==> config.mk <==
export PLATFORM = sky130hd
export DESIGN_NAME = regfile_write_arbiter
export DESIGN_NICKNAME = d
export VERILOG_FILES = /design/src/rtl/regfile_write_arbiter.sv
export SDC_FILE = /design/constraint.sdc
export NUM_CORES = 1
export LEC_CHECK = 0
export CAP_MARGIN = 25
export CORE_ASPECT_RATIO = 1.5
export CORE_MARGIN = 2
export CORE_UTILIZATION = 40
export CTS_BUF_LIST = sky130_fd_sc_hd__clkbuf_4
export CTS_CLUSTER_SIZE = 10
export DETAILED_ROUTE_END_ITERATION = 7
export GPL_ROUTABILITY_DRIVEN = 1
export HOLD_SLACK_MARGIN = 0.1
export PLACE_DENSITY = 0.87
export SLEW_MARGIN = 15
export SYNTH_ARGS = -nofsm -noshare
export SYNTH_HDL_FRONTEND = slang
export SYNTH_SLANG_ARGS = --single-unit
==> constraint.sdc <==
create_clock -name clock -period 1.4 [get_ports clock]
set_input_delay 0.28 -clock clock [delete_from_list [all_inputs] [get_ports clock]]
set_output_delay 0.28 -clock clock [all_outputs]
set_load 0.03 [all_outputs]
==> src/rtl/regfile_write_arbiter.sv <==
// ---------------------------------------------------------------------------
// regfile_write_arbiter
//
// Shares the single register-file write port between two requesters (ALU
// writeback and memory load). After reset it first runs a clear sequence
// that writes zero to registers 1..31, one per cycle. It then arbitrates
// requests round-robin, issuing at most one write per cycle.
//
// Ports
//   clock            : system clock, all state changes on the rising edge
//   ctrl_reset       : synchronous active-high reset
//   req0 / req1      : write requests (0 = ALU writeback, 1 = memory load)
//   wreg0 / wreg1    : destination register index, held while req is high
//   wdata0 / wdata1  : write data, held while req is high
//   ack0 / ack1      : one-cycle pulse in the cycle the granted write is issued
//   ctrl_writeEnable : register-file write strobe
//   ctrl_writeReg    : register-file write index
//   data_writeReg    : register-file write data
//   busy             : high while the clear sequence runs (requests ignored)
// ---------------------------------------------------------------------------
module regfile_write_arbiter (
   input  logic        clock,
   input  logic        ctrl_reset,
   input  logic        req0,
   input  logic        req1,
   input  logic [4:0]  wreg0,
   input  logic [4:0]  wreg1,
   input  logic [31:0] wdata0,
   input  logic [31:0] wdata1,
   output logic        ack0,
   output logic        ack1,
   output logic        ctrl_writeEnable,
   output logic [4:0]  ctrl_writeReg,
   output logic [31:0] data_writeReg,
   output logic        busy
);

   typedef enum logic {ST_CLEAR, ST_RUN} state_t;

   state_t      state_q, state_d;
   logic [4:0]  cnt_q, cnt_d;        // next register to clear
   logic        last_q, last_d;      // last granted requester (1 = requester 1)
   logic        ack0_q, ack0_d;
   logic        ack1_q, ack1_d;
   logic        we_q, we_d;
   logic [4:0]  wreg_q, wreg_d;
   logic [31:0] wdata_q, wdata_d;
   logic        busy_q, busy_d;

   logic        elig0, elig1;
   logic        grant_any, grant_sel1;

   // A requester still showing its request in its own ack cycle is holding the
   // already-written request, so it is not eligible again in that cycle.
   assign elig0 = req0 & ~ack0_q;
   assign elig1 = req1 & ~ack1_q;
   assign grant_any = elig0 | elig1;
   // Requester 1 wins when it is alone, or on a tie when requester 0 went last.
   assign grant_sel1 = elig1 & (~elig0 | ~last_q);

   always_comb begin
      // NOTE: every signal gets a default before the case so no path leaves
      // it unassigned, which would otherwise infer a latch.
      state_d = state_q;
      cnt_d   = cnt_q;
      last_d  = last_q;
      ack0_d  = 1'b0;
      ack1_d  = 1'b0;
      we_d    = 1'b0;
      wreg_d  = wreg_q;
      wdata_d = wdata_q;
      busy_d  = busy_q;

      unique case (state_q)
         ST_CLEAR: begin
            we_d    = 1'b1;
            wreg_d  = cnt_q;
            wdata_d = 32'd0;
            cnt_d   = cnt_q + 5'd1;
            busy_d  = 1'b1;
            // The edge that issues the write to register 31 leaves CLEAR, so
            // busy is already low in the cycle that write is visible.
            if (cnt_q == 5'd31) begin
               state_d = ST_RUN;
               busy_d  = 1'b0;
            end
         end
         ST_RUN: begin
            busy_d = 1'b0;
            if (grant_any) begin
               ack0_d  = ~grant_sel1;
               ack1_d  = grant_sel1;
               wreg_d  = grant_sel1 ? wreg1  : wreg0;
               wdata_d = grant_sel1 ? wdata1 : wdata0;
               // Register 0 is hardwired to zero: acknowledge but do not write.
               we_d    = (wreg_d != 5'd0);
               last_d  = grant_sel1;
            end
         end
         default: state_d = ST_CLEAR;
      endcase
   end

   always_ff @(posedge clock) begin
      if (ctrl_reset) begin
         state_q <= ST_CLEAR;
         cnt_q   <= 5'd1;
         last_q  <= 1'b1;
         ack0_q  <= 1'b0;
         ack1_q  <= 1'b0;
         we_q    <= 1'b0;
         wreg_q  <= 5'd0;
         wdata_q <= 32'd0;
         busy_q  <= 1'b1;
      end else begin
         // NOTE: non-blocking assignments so every flop samples the values
         // from before this edge, independent of statement order.
         state_q <= state_d;
         cnt_q   <= cnt_d;
         last_q  <= last_d;
         ack0_q  <= ack0_d;
         ack1_q  <= ack1_d;
         we_q    <= we_d;
         wreg_q  <= wreg_d;
         wdata_q <= wdata_d;
         busy_q  <= busy_d;
      end
   end

   assign ack0             = ack0_q;
   assign ack1             = ack1_q;
   assign ctrl_writeEnable = we_q;
   assign ctrl_writeReg    = wreg_q;
   assign data_writeReg    = wdata_q;
   assign busy             = busy_q;

endmodule
==> results of run 1 <==
kinds of logic (layout without fill, tap and decap cells):
family | after synthesis | in the layout | synth area share
multiplexers | 2 | 2 | 0.007730
AND/OR/NAND/NOR | 136 | 136 | 0.3116
flip-flops | 48 | 48 | 0.3710
AO/OA/AOI/OAI | 47 | 47 | 0.1575
buffers and inverters | 46 | 153 | 0.1324
XOR/XNOR | 3 | 3 | 0.01015
adder cells (fa/ha/maj) | 2 | 2 | 0.009660
layer usage:
metal	vias to the layer above	share of wire	routed length (µm)	global-route usage
li1	1369	-	-	-
met1	1337	0.35	2933	0.2441
met2	114	0.55	4542	0.4393
met3	30	0.047	390	0.02933
met4	0	0.054	446	0.1287
met5	-	0	0	0
path summary, 6_finish.rpt:
kind,startpoint,end
max,cnt_q[0],busy
max reg2reg,cnt_q[0],busy
min reg2reg,data_writeReg[21],data_writeReg[21]
min,data_writeReg[21],data_writeReg[21]
power by group:
part / switching, mW / internal, mW / leakage [nW]
clock network: 0.410 / 0.233 / 0.0338
logic: 0.212 / 0.274 / 1.05
registers: 0.0165 / 1.39 / 0.388
cell usage in the layout, fill, tap and decap left out, types with 2 or more instances in the layout:
master and count:
a41oi_1 5, and3_1 2, buf_12 12, buf_4 15, clkbuf_2 31, clkbuf_4 7, clkdlybuf4s15_2 7, clkdlybuf4s50_1 77
dfxtp_1 48, ha_1 2, mux2i_1 2, nand2b_1 2, nand3_1 37, nand3b_1 2, nand4_1 70, nor2_1 7
nor2b_1 2, nor3b_1 5, o2111ai_1 37, xor2_1 2
final cells by class:
class                   count  area, µm²  area share
multi-input cells         190       1291      0.3418
flip-flops and latches     48      960.9      0.2544
clock inverters             1      3.754   0.0009937
inverters                   1      3.754   0.0009937
well taps                  74      92.59     0.02451
repair buffers            144       1373      0.3634
clock buffers               7      52.55     0.01391
flip-flops by register name (all words and copies together), names as in the netlist:
name and count:
ack0 1, ack1 1, busy 1, cnt_q 5, ctrl_writeEnable 1, ctrl_writeReg 5, data_writeReg 32, last_q 1
state_q 1
worst min-delay path: stages (launching register included):
cell	delay, ps
dfxtp_1	330
nand4_1	60
nand3_1	50
==> metrics.txt, run 1 <==
status=finished clean; max capacitance violation total=0; port bufs=118; DRT iter0 DRCs=220; final setup fails=0; most frequent cell on the critical path=ha_1; global-route wire length before repair=13210 µm; fin nets=470; leakage power=1.476 nW; post-synth top area share=0.3710; TritonRoute pass-1 iters=4; Worst-Skew Late Latency=350 ps; Die H=102.6 µm; hold_ws=478.1 ps; post-synthesis sequential area ratio=0.3710; filler cell count=560; fmax=751.1 MHz; Worst EP arrival=1580 ps; Worst R2R Path Depth=5; vias in the first global route=2750; post-synthesis cell type count=34; top cells by area, synth=dfxtp_1 37%, nand4_1 17%, o2111ai_1 13%; CP Launch Type=flop; Final HPWL DP=6150 µm; Final period util=0.9510; initial core utilization=0.4165; Buf/Inv on CP=0; deepest clock path buffer count=2; drt drc=0; Congestion Overflow GR=0; Layout Utilization=0.6074; Post-synth EDFFs=0; Final WS setup=68.56 ps; Synth top cells by count=70 x nand4_1, 48 x dfxtp_1, 37 x nand3_1, 37 x o2111ai_1, 23 x buf_2; pin count of the biggest net entering global routing=47; Non-Filler Instances=465; required time of the critical path=1650 ps; dpl cells=457; I/O pins=119; std cell rows=35; Die W=69.70 µm; skew final=7.363 ps; DRT antenna net count=0; area grow syn2layout=45.85%; post-cts sizing count=80; FFs w/ async S/R, synth=0; full die area=7148 µm²; GR Util All Layers=0.2299; Syn Area/Cell=9.120 µm²; Reg clk slew, reported paths=130 ps; via count=2850; Hold Path Depth=2; H-tree Lvls=2; DRT Wirelength=8312 µm; post-synthesis register bit count=48; CTS Buf Count=5; Max stage delay on crit path=420 ps; diode count=0; Synthesized Nets=364; Slew Limit Headroom=0.7593; kind of critical path=flop to flop; Top delay family on crit path=simple AND/OR/NAND/NOR gates; Worst Tran Pin Value=356.1 ps; top-count cell post-synth=nand4_1; crit-path cells=ha_1 > and3_1 > ha_1 > nor2_1 > or2_2; Final Cell Area=3777 µm²; Synth Flop Type=dfxtp_1; DR vias/cell=6.129; Setup Buffers After CTS=0; Post-Syn Area=2590 µm²; P per Cell Area=670.2 nW/µm²; Syn Inst Count=284; CP Depth=5; Worst R2R Setup Slack=70 ps; clk root buf=clkbuf_4; RD Place Congestion=0.8441; core box area=6218 µm²; layout cells sized above 1=0.1995; Placement Cell Area=3872 µm²; setup TNS=0 ps; slowest CP cell=dfxtp_1; fin. max-slew vios=0; critical path fanouts, max=4; CTS tree=done; Fin. Hold Viols=0; dpl ws=-196.3 ps; Worst setup EP type=flop; initial antenna violation count=0; Peak VDD IR=0.6480 mV; RSZ-0062 raised after global routing=false; CTS sink cnt=48; Yosys warning count=0; WL per Instance=17.88 µm; dominant cell type by area after synthesis=dfxtp_1; post-layout minimum cycle time=1331 ps; worst hold path class=flop to flop; CTS Hold Bufs=0; total chip power=2.532 mW
Note: power is estimated with default switching activity, not from simulation.
==> run 2, diff against run 1 <==
--- a/config.mk
+++ b/config.mk
@@ -8,13 +8,14 @@
 export CAP_MARGIN = 25
 export CORE_ASPECT_RATIO = 1.5
 export CORE_MARGIN = 2
-export CORE_UTILIZATION = 40
+export CORE_UTILIZATION = 43
 export CTS_BUF_LIST = sky130_fd_sc_hd__clkbuf_4
 export CTS_CLUSTER_SIZE = 10
 export DETAILED_ROUTE_END_ITERATION = 7
 export GPL_ROUTABILITY_DRIVEN = 1
 export HOLD_SLACK_MARGIN = 0.1
-export PLACE_DENSITY = 0.87
+export PLACE_DENSITY = 0.92
+export RECOVER_POWER = 50
 export SLEW_MARGIN = 15
 export SYNTH_ARGS = -nofsm -noshare
 export SYNTH_HDL_FRONTEND = slang
==> metrics.txt, run 2 (synthesis results as in run 1) <==
CTS tree=done; CP Launch Type=flop; worst hold path class=flop to flop; layout cells sized above 1=0.1830 (-0.01650); Final period util=0.9644 (+0.01335); Reg clk slew, reported paths=140 ps (about the same); final setup fails=0 (unchanged); area grow syn2layout=42.08%; grt peak-use layer=met2; RSZ-0062 raised after global routing=false; filler cell count=498 (-11%); via count=2822 (-0.98%); global-route wire length before repair=12570 µm (-4.8%); leakage power=1.402 nW (-5.0%); std cell rows=34 (-2.9%); crit-path cells=dlygate4sd2_1; DRT antenna net count=0 (unchanged); Worst EP arrival=1070 ps (-510 ps); footprint of the multi-input gates=1296 µm² (+0.39%); dpl ws=-177.5 ps (+18.77 ps); Worst Tran Pin Value=380.3 ps (+24.26 ps); drt drc=0 (unchanged); storage element area=963.4 µm² (+0.26%); pin count of the biggest net entering global routing=65 (+38%); WL per Instance=17.33 µm (-3.0%); deepest clock path buffer count=2 (unchanged); setup TNS=0 ps (unchanged); max capacitance violation total=0 (unchanged); skew final=11.18 ps (+3.820 ps); full die area=6673 µm² (-6.6%); Max stage delay on crit path=390 ps (-30 ps); initial antenna violation count=0 (unchanged); Worst setup EP type=primary output; vias in the first global route=2708 (-1.5%); status=finished clean; dpl cells=451 (-1.3%); core box area=5828 µm² (-6.3%); fin. max-slew vios=0 (unchanged); DR vias/cell=6.135 (about the same); Peak VDD IR=0.3976 mV (-39%); RD Place Congestion=0.8192 (-2.9%); diode count=0 (unchanged); Final WS setup=49.87 ps (-18.69 ps); DRT iter0 DRCs=184 (-16%); critical path fanouts, max=1 (-3); total chip power=2.512 mW (-0.79%); fmax=740.7 MHz (-1.4%); post-layout minimum cycle time=1350 ps (+18.69 ps); H-tree Lvls=2 (unchanged); Non-Filler Instances=460 (-1.1%); P per Cell Area=682.6 nW/µm² (+1.8%); CTS Hold Bufs=0 (unchanged); CTS Buf Count=5 (unchanged); fin nets=467 (-0.64%); Top delay family on crit path=buffers and inverters; GR Util All Layers=0.2394 (+0.009468); M3 GR Usage=0.02397 (-0.005353); Placement Cell Area=3765 µm² (-2.8%); max reg flops=32 (unchanged); required time of the critical path=1120 ps (-530 ps); DRT Wirelength=7974 µm (-4.1%); clk root buf=clkbuf_4; slowest CP cell=dlygate4sd2_1; commonest non-fill, non-tap cells in the layout=77 x clkdlybuf4s50_1, 70 x nand4_1, 46 x dfxtp_1; I/O pins=119 (unchanged); Layout Utilization=0.6314 (+0.02394); Congestion Overflow GR=0 (unchanged); Final Cell Area=3680 µm² (-2.6%); kind of critical path=flop to primary output; grt met2 use=0.4067 (-0.03265); Slew Limit Headroom=0.7475 (-0.01174); Die W=67.37 µm (-3.4%); Die H=99.05 µm (-3.4%); initial core utilization=0.4444 (+0.02790); hold_ws=483.9 ps (+5.804 ps); leading cell type in the layout, fill and taps excluded=clkdlybuf4s50_1; Fin. Hold Viols=0 (unchanged); Final HPWL DP=5764 µm (-6.3%); CTS sink cnt=48 (unchanged); Worst-Skew Late Latency=360 ps (about the same); port bufs=118 (unchanged); TritonRoute pass-1 iters=5 (+1); met1 Track Usage GR=0.2808 (+0.03672); Buf/Inv on CP=1 (+1)
[run 2: cell types whose count changed in the layout (fill, tap and decap cells not counted)]
cell             previous run  this run
clkbuf_2                   31        22
clkinv_2                    0         2
and3_4                      0         1
dfxtp_2                     0         2
buf_12                     12         5
dfxtp_1                    48        46
clkbuf_1                    0         6
dlygate4sd2_1               0         1
and3_1                      2         1
clkbuf_4                    7         5
buf_4                      15        18
clkdlybuf4s15_2             7        10
[run 2: area by class of cell]
type | count | area share
Clock buffer | 5 | 0.01020
Tap cell | 72 | 0.02448
Multi-Input combinational cell | 190 | 0.3523
Clock inverter | 3 | 0.003740
Timing Repair Buffer | 141 | 0.3465
Sequential cell | 48 | 0.2618
Inverter | 1 | 0.001020
[run 2: worst paths after layout]
check | depth (start not counted) | endpoint | slack (ps) | startpoint
max | 1 | busy | 50 | busy
min | 2 | data_writeReg[12] | 480 | data_writeReg[12]
max reg2reg | 5 | busy | 100 | cnt_q[1]
min reg2reg | 2 | data_writeReg[12] | 480 | data_writeReg[12]
[run 2: timing repair]
action                     CTS  global route
setup endpoints to repair   40            32
pin swaps                    0             0
resized for setup           87            35
buffers inserted             0             1
[run 2: power breakdown]
group          internal, mW  leakage, nW  switching [mW]
registers              1.39        0.388          0.0185
clock network         0.186       0.0324           0.440
logic                 0.271        0.981           0.209
[run 2: layer usage]
metal  part of all wire  up-vias
met1               0.38     1298
met4              0.050        0
li1                   -     1361
met3              0.051       34
met5                  0        -
met2               0.52      129
==> run 3, diff against run 2 <==
--- a/config.mk
+++ b/config.mk
@@ -7,7 +7,7 @@
 export LEC_CHECK = 0
 export CAP_MARGIN = 25
 export CORE_ASPECT_RATIO = 1.5
-export CORE_MARGIN = 2
+export CORE_MARGIN = 5
 export CORE_UTILIZATION = 43
 export CTS_BUF_LIST = sky130_fd_sc_hd__clkbuf_4
 export CTS_CLUSTER_SIZE = 10
==> metrics.txt, run 3 (synthesis results as in run 1) <==
status=finished clean; power share of the combinational group=0.193 (+0.002); CTS Buf Count=5 (unchanged); DRT iter0 DRCs=266 (+45%); Slew Limit Headroom=0.7387 (-0.008802); slowest CP cell=clkdlybuf4s15_1; Final HPWL DP=6458 µm (+12%); Congestion Overflow GR=0 (unchanged); port bufs=118 (unchanged); Worst-Skew Late Latency=360 ps (about the same); Reg clk slew, reported paths=140 ps (about the same); Layout Utilization=0.6509 (+0.01954); worst hold path class=flop to flop; DRT antenna net count=0 (unchanged); Worst setup EP type=primary output; RD Place Congestion=0.8567 (+4.6%); max capacitance violation total=0 (unchanged); full die area=7707 µm² (+16%); required time of the critical path=1120 ps (about the same); Max stage delay on crit path=380 ps (about the same); GR Util All Layers=0.2196 (-0.01974); leading cell type in the layout, fill and taps excluded=clkdlybuf4s50_1; TritonRoute pass-1 iters=5 (unchanged); Seq pwr share=0.558 (-0.002); std cell rows=34 (unchanged); P per Cell Area=663.5 nW/µm² (-2.8%); initial core utilization=0.4444 (unchanged); final setup fails=0 (unchanged); switching share of power=0.2588 (-0.006820); Worst R2R Path Depth=5 (unchanged); crit-path cells=clkdlybuf4s15_1; Worst R2R Start=cnt_q[1]; CTS sink cnt=48 (unchanged); I/O pins=119 (unchanged); H-tree Lvls=2 (unchanged); fmax=727.3 MHz (-1.8%); clk root buf=clkbuf_4; Top delay family on crit path=buffers and inverters; diode count=0 (unchanged); hold_ws=479.2 ps (-4.658 ps); Setup Buffers After CTS=0 (unchanged); leakage power=1.483 nW (+5.8%); CTS tree=done; hold path startpoint=data_writeReg[18]; dpl cells=464 (+2.9%); DR vias/cell=6.251 (+1.9%); filler cell count=492 (-1.2%); deepest clock path buffer count=2 (unchanged); critical path fanouts, max=2 (+1); Non-Filler Instances=471 (+2.4%); vias in the first global route=2907 (+7.3%); core box area=5828 µm² (unchanged); drt drc=0 (unchanged); Worst EP arrival=1090 ps (+20 ps); P_sw=651.4 µW (-2.4%); total chip power=2.517 mW (+0.22%); Die W=73.37 µm (+8.9%); max reg flops=32 (unchanged); Worst Hold Endpoint=data_writeReg[18]; layout cells sized above 1=0.2055 (+0.02252); Fin. Hold Viols=0 (unchanged); Die H=105.1 µm (+6.1%); global-route wire length before repair=13630 µm (+8.5%); Clock power frac=0.249 (about the same); Worst Tran Pin Value=393.6 ps (+13.26 ps); skew final=11.22 ps (+0.03870 ps); via count=2944 (+4.3%); RSZ-0062 raised after global routing=false; DRT Wirelength=8706 µm (+9.2%); Buf/Inv on CP=1 (unchanged); Final period util=0.9821 (+0.01769); RR Endpoint=busy; fin nets=479 (+2.6%); fin. max-slew vios=0 (unchanged); Peak VDD IR=0.4722 mV (+19%); dpl ws=-210.1 ps (-32.54 ps); commonest non-fill, non-tap cells in the layout=76 x clkdlybuf4s50_1, 70 x nand4_1, 47 x dfxtp_1; WL per Instance=18.48 µm (+6.6%); CP Launch Type=flop; Final WS setup=25.11 ps (-24.76 ps); internal power=1.866 mW (+1.1%); initial antenna violation count=0 (unchanged); area grow syn2layout=46.47%; Worst R2R Setup Slack=60 ps (-40 ps); Hold Path Depth=2 (unchanged); pin count of the biggest net entering global routing=35 (-46%); post-layout minimum cycle time=1375 ps (+24.76 ps); kind of critical path=flop to primary output
-- run 3: changes by cell type in the layout (fill, tap and decap cells not counted), sizes merged --
cell / before / now
clkdlybuf4s50: 77 / 76
clkinv: 3 / 1
dlygate4sd2: 1 / 0
clkbuf: 33 / 35
dlygate4sd3: 0 / 1
buf: 24 / 36
-- run 3: what timing repair did --
action,4_1_cts,5_1_grt
endpoints found under the setup margin,39,32
resized for setup,83,32
hold endpoints to repair,0,0
hold buffers,0,0
-- run 3: cell type report --
class                   instances  area, µm²  share of cell area
multi-input cells             190       1291              0.3404
clock buffers                   6      45.04             0.01187
flip-flops and latches         48      962.2              0.2536
inverters                       1      3.754           0.0009894
clock inverters                 1      5.005            0.001319
repair buffers                153       1396              0.3681
well taps                      72      90.09             0.02375
-- run 3: power groups by stage --
stage	sequential (mW)	combinational (mW)	clock, mW
2_1_floorplan	1.45	0.147	0
3_3_place_gp	1.43	0.478	0
3_5_place_dp	1.43	0.487	0
4_1_cts	1.40	0.485	0.647
5_1_grt	1.41	0.512	0.695
6_report	1.41	0.485	0.626
-- run 3: worst register-to-register path, delay by kind of cell, from the launching register on --
| family | cells | cell delay, ps |
|---|---|---|
| adders and majority gates | 2 | 340 |
| DFF | 1 | 400 |
| and+or+nand+nor | 3 | 510 |
-- run 3: stage by stage --
step	instance area, µm²	setup TNS, ps
after floorplan	2590	0
after global placement	3910	-3943
after detailed placement	3910	-6644
after CTS	3966	0
after global routing	3794	0
final	3794	0
-- run 3: worst max-delay path by stage --
stage / from / endpoint / cells after the start
3_3_place_gp: req0 / last_q / 4
2_1_floorplan: ack0 / last_q / 4
3_5_place_dp: req1 / ctrl_writeReg[0] / 5
4_1_cts: data_writeReg[31] / data_writeReg[31] / 1
5_1_grt: data_writeReg[3] / data_writeReg[3] / 1
6_report: data_writeReg[3] / data_writeReg[3] / 1
-- run 3: per-layer routing --
metal	wire, µm	track usage	vias up
met2	4759	0.4020	152
met1	3037	0.2278	1384
met5	0	0	-
met3	558	0.03266	30
li1	-	-	1378
met4	349	0.1256	0
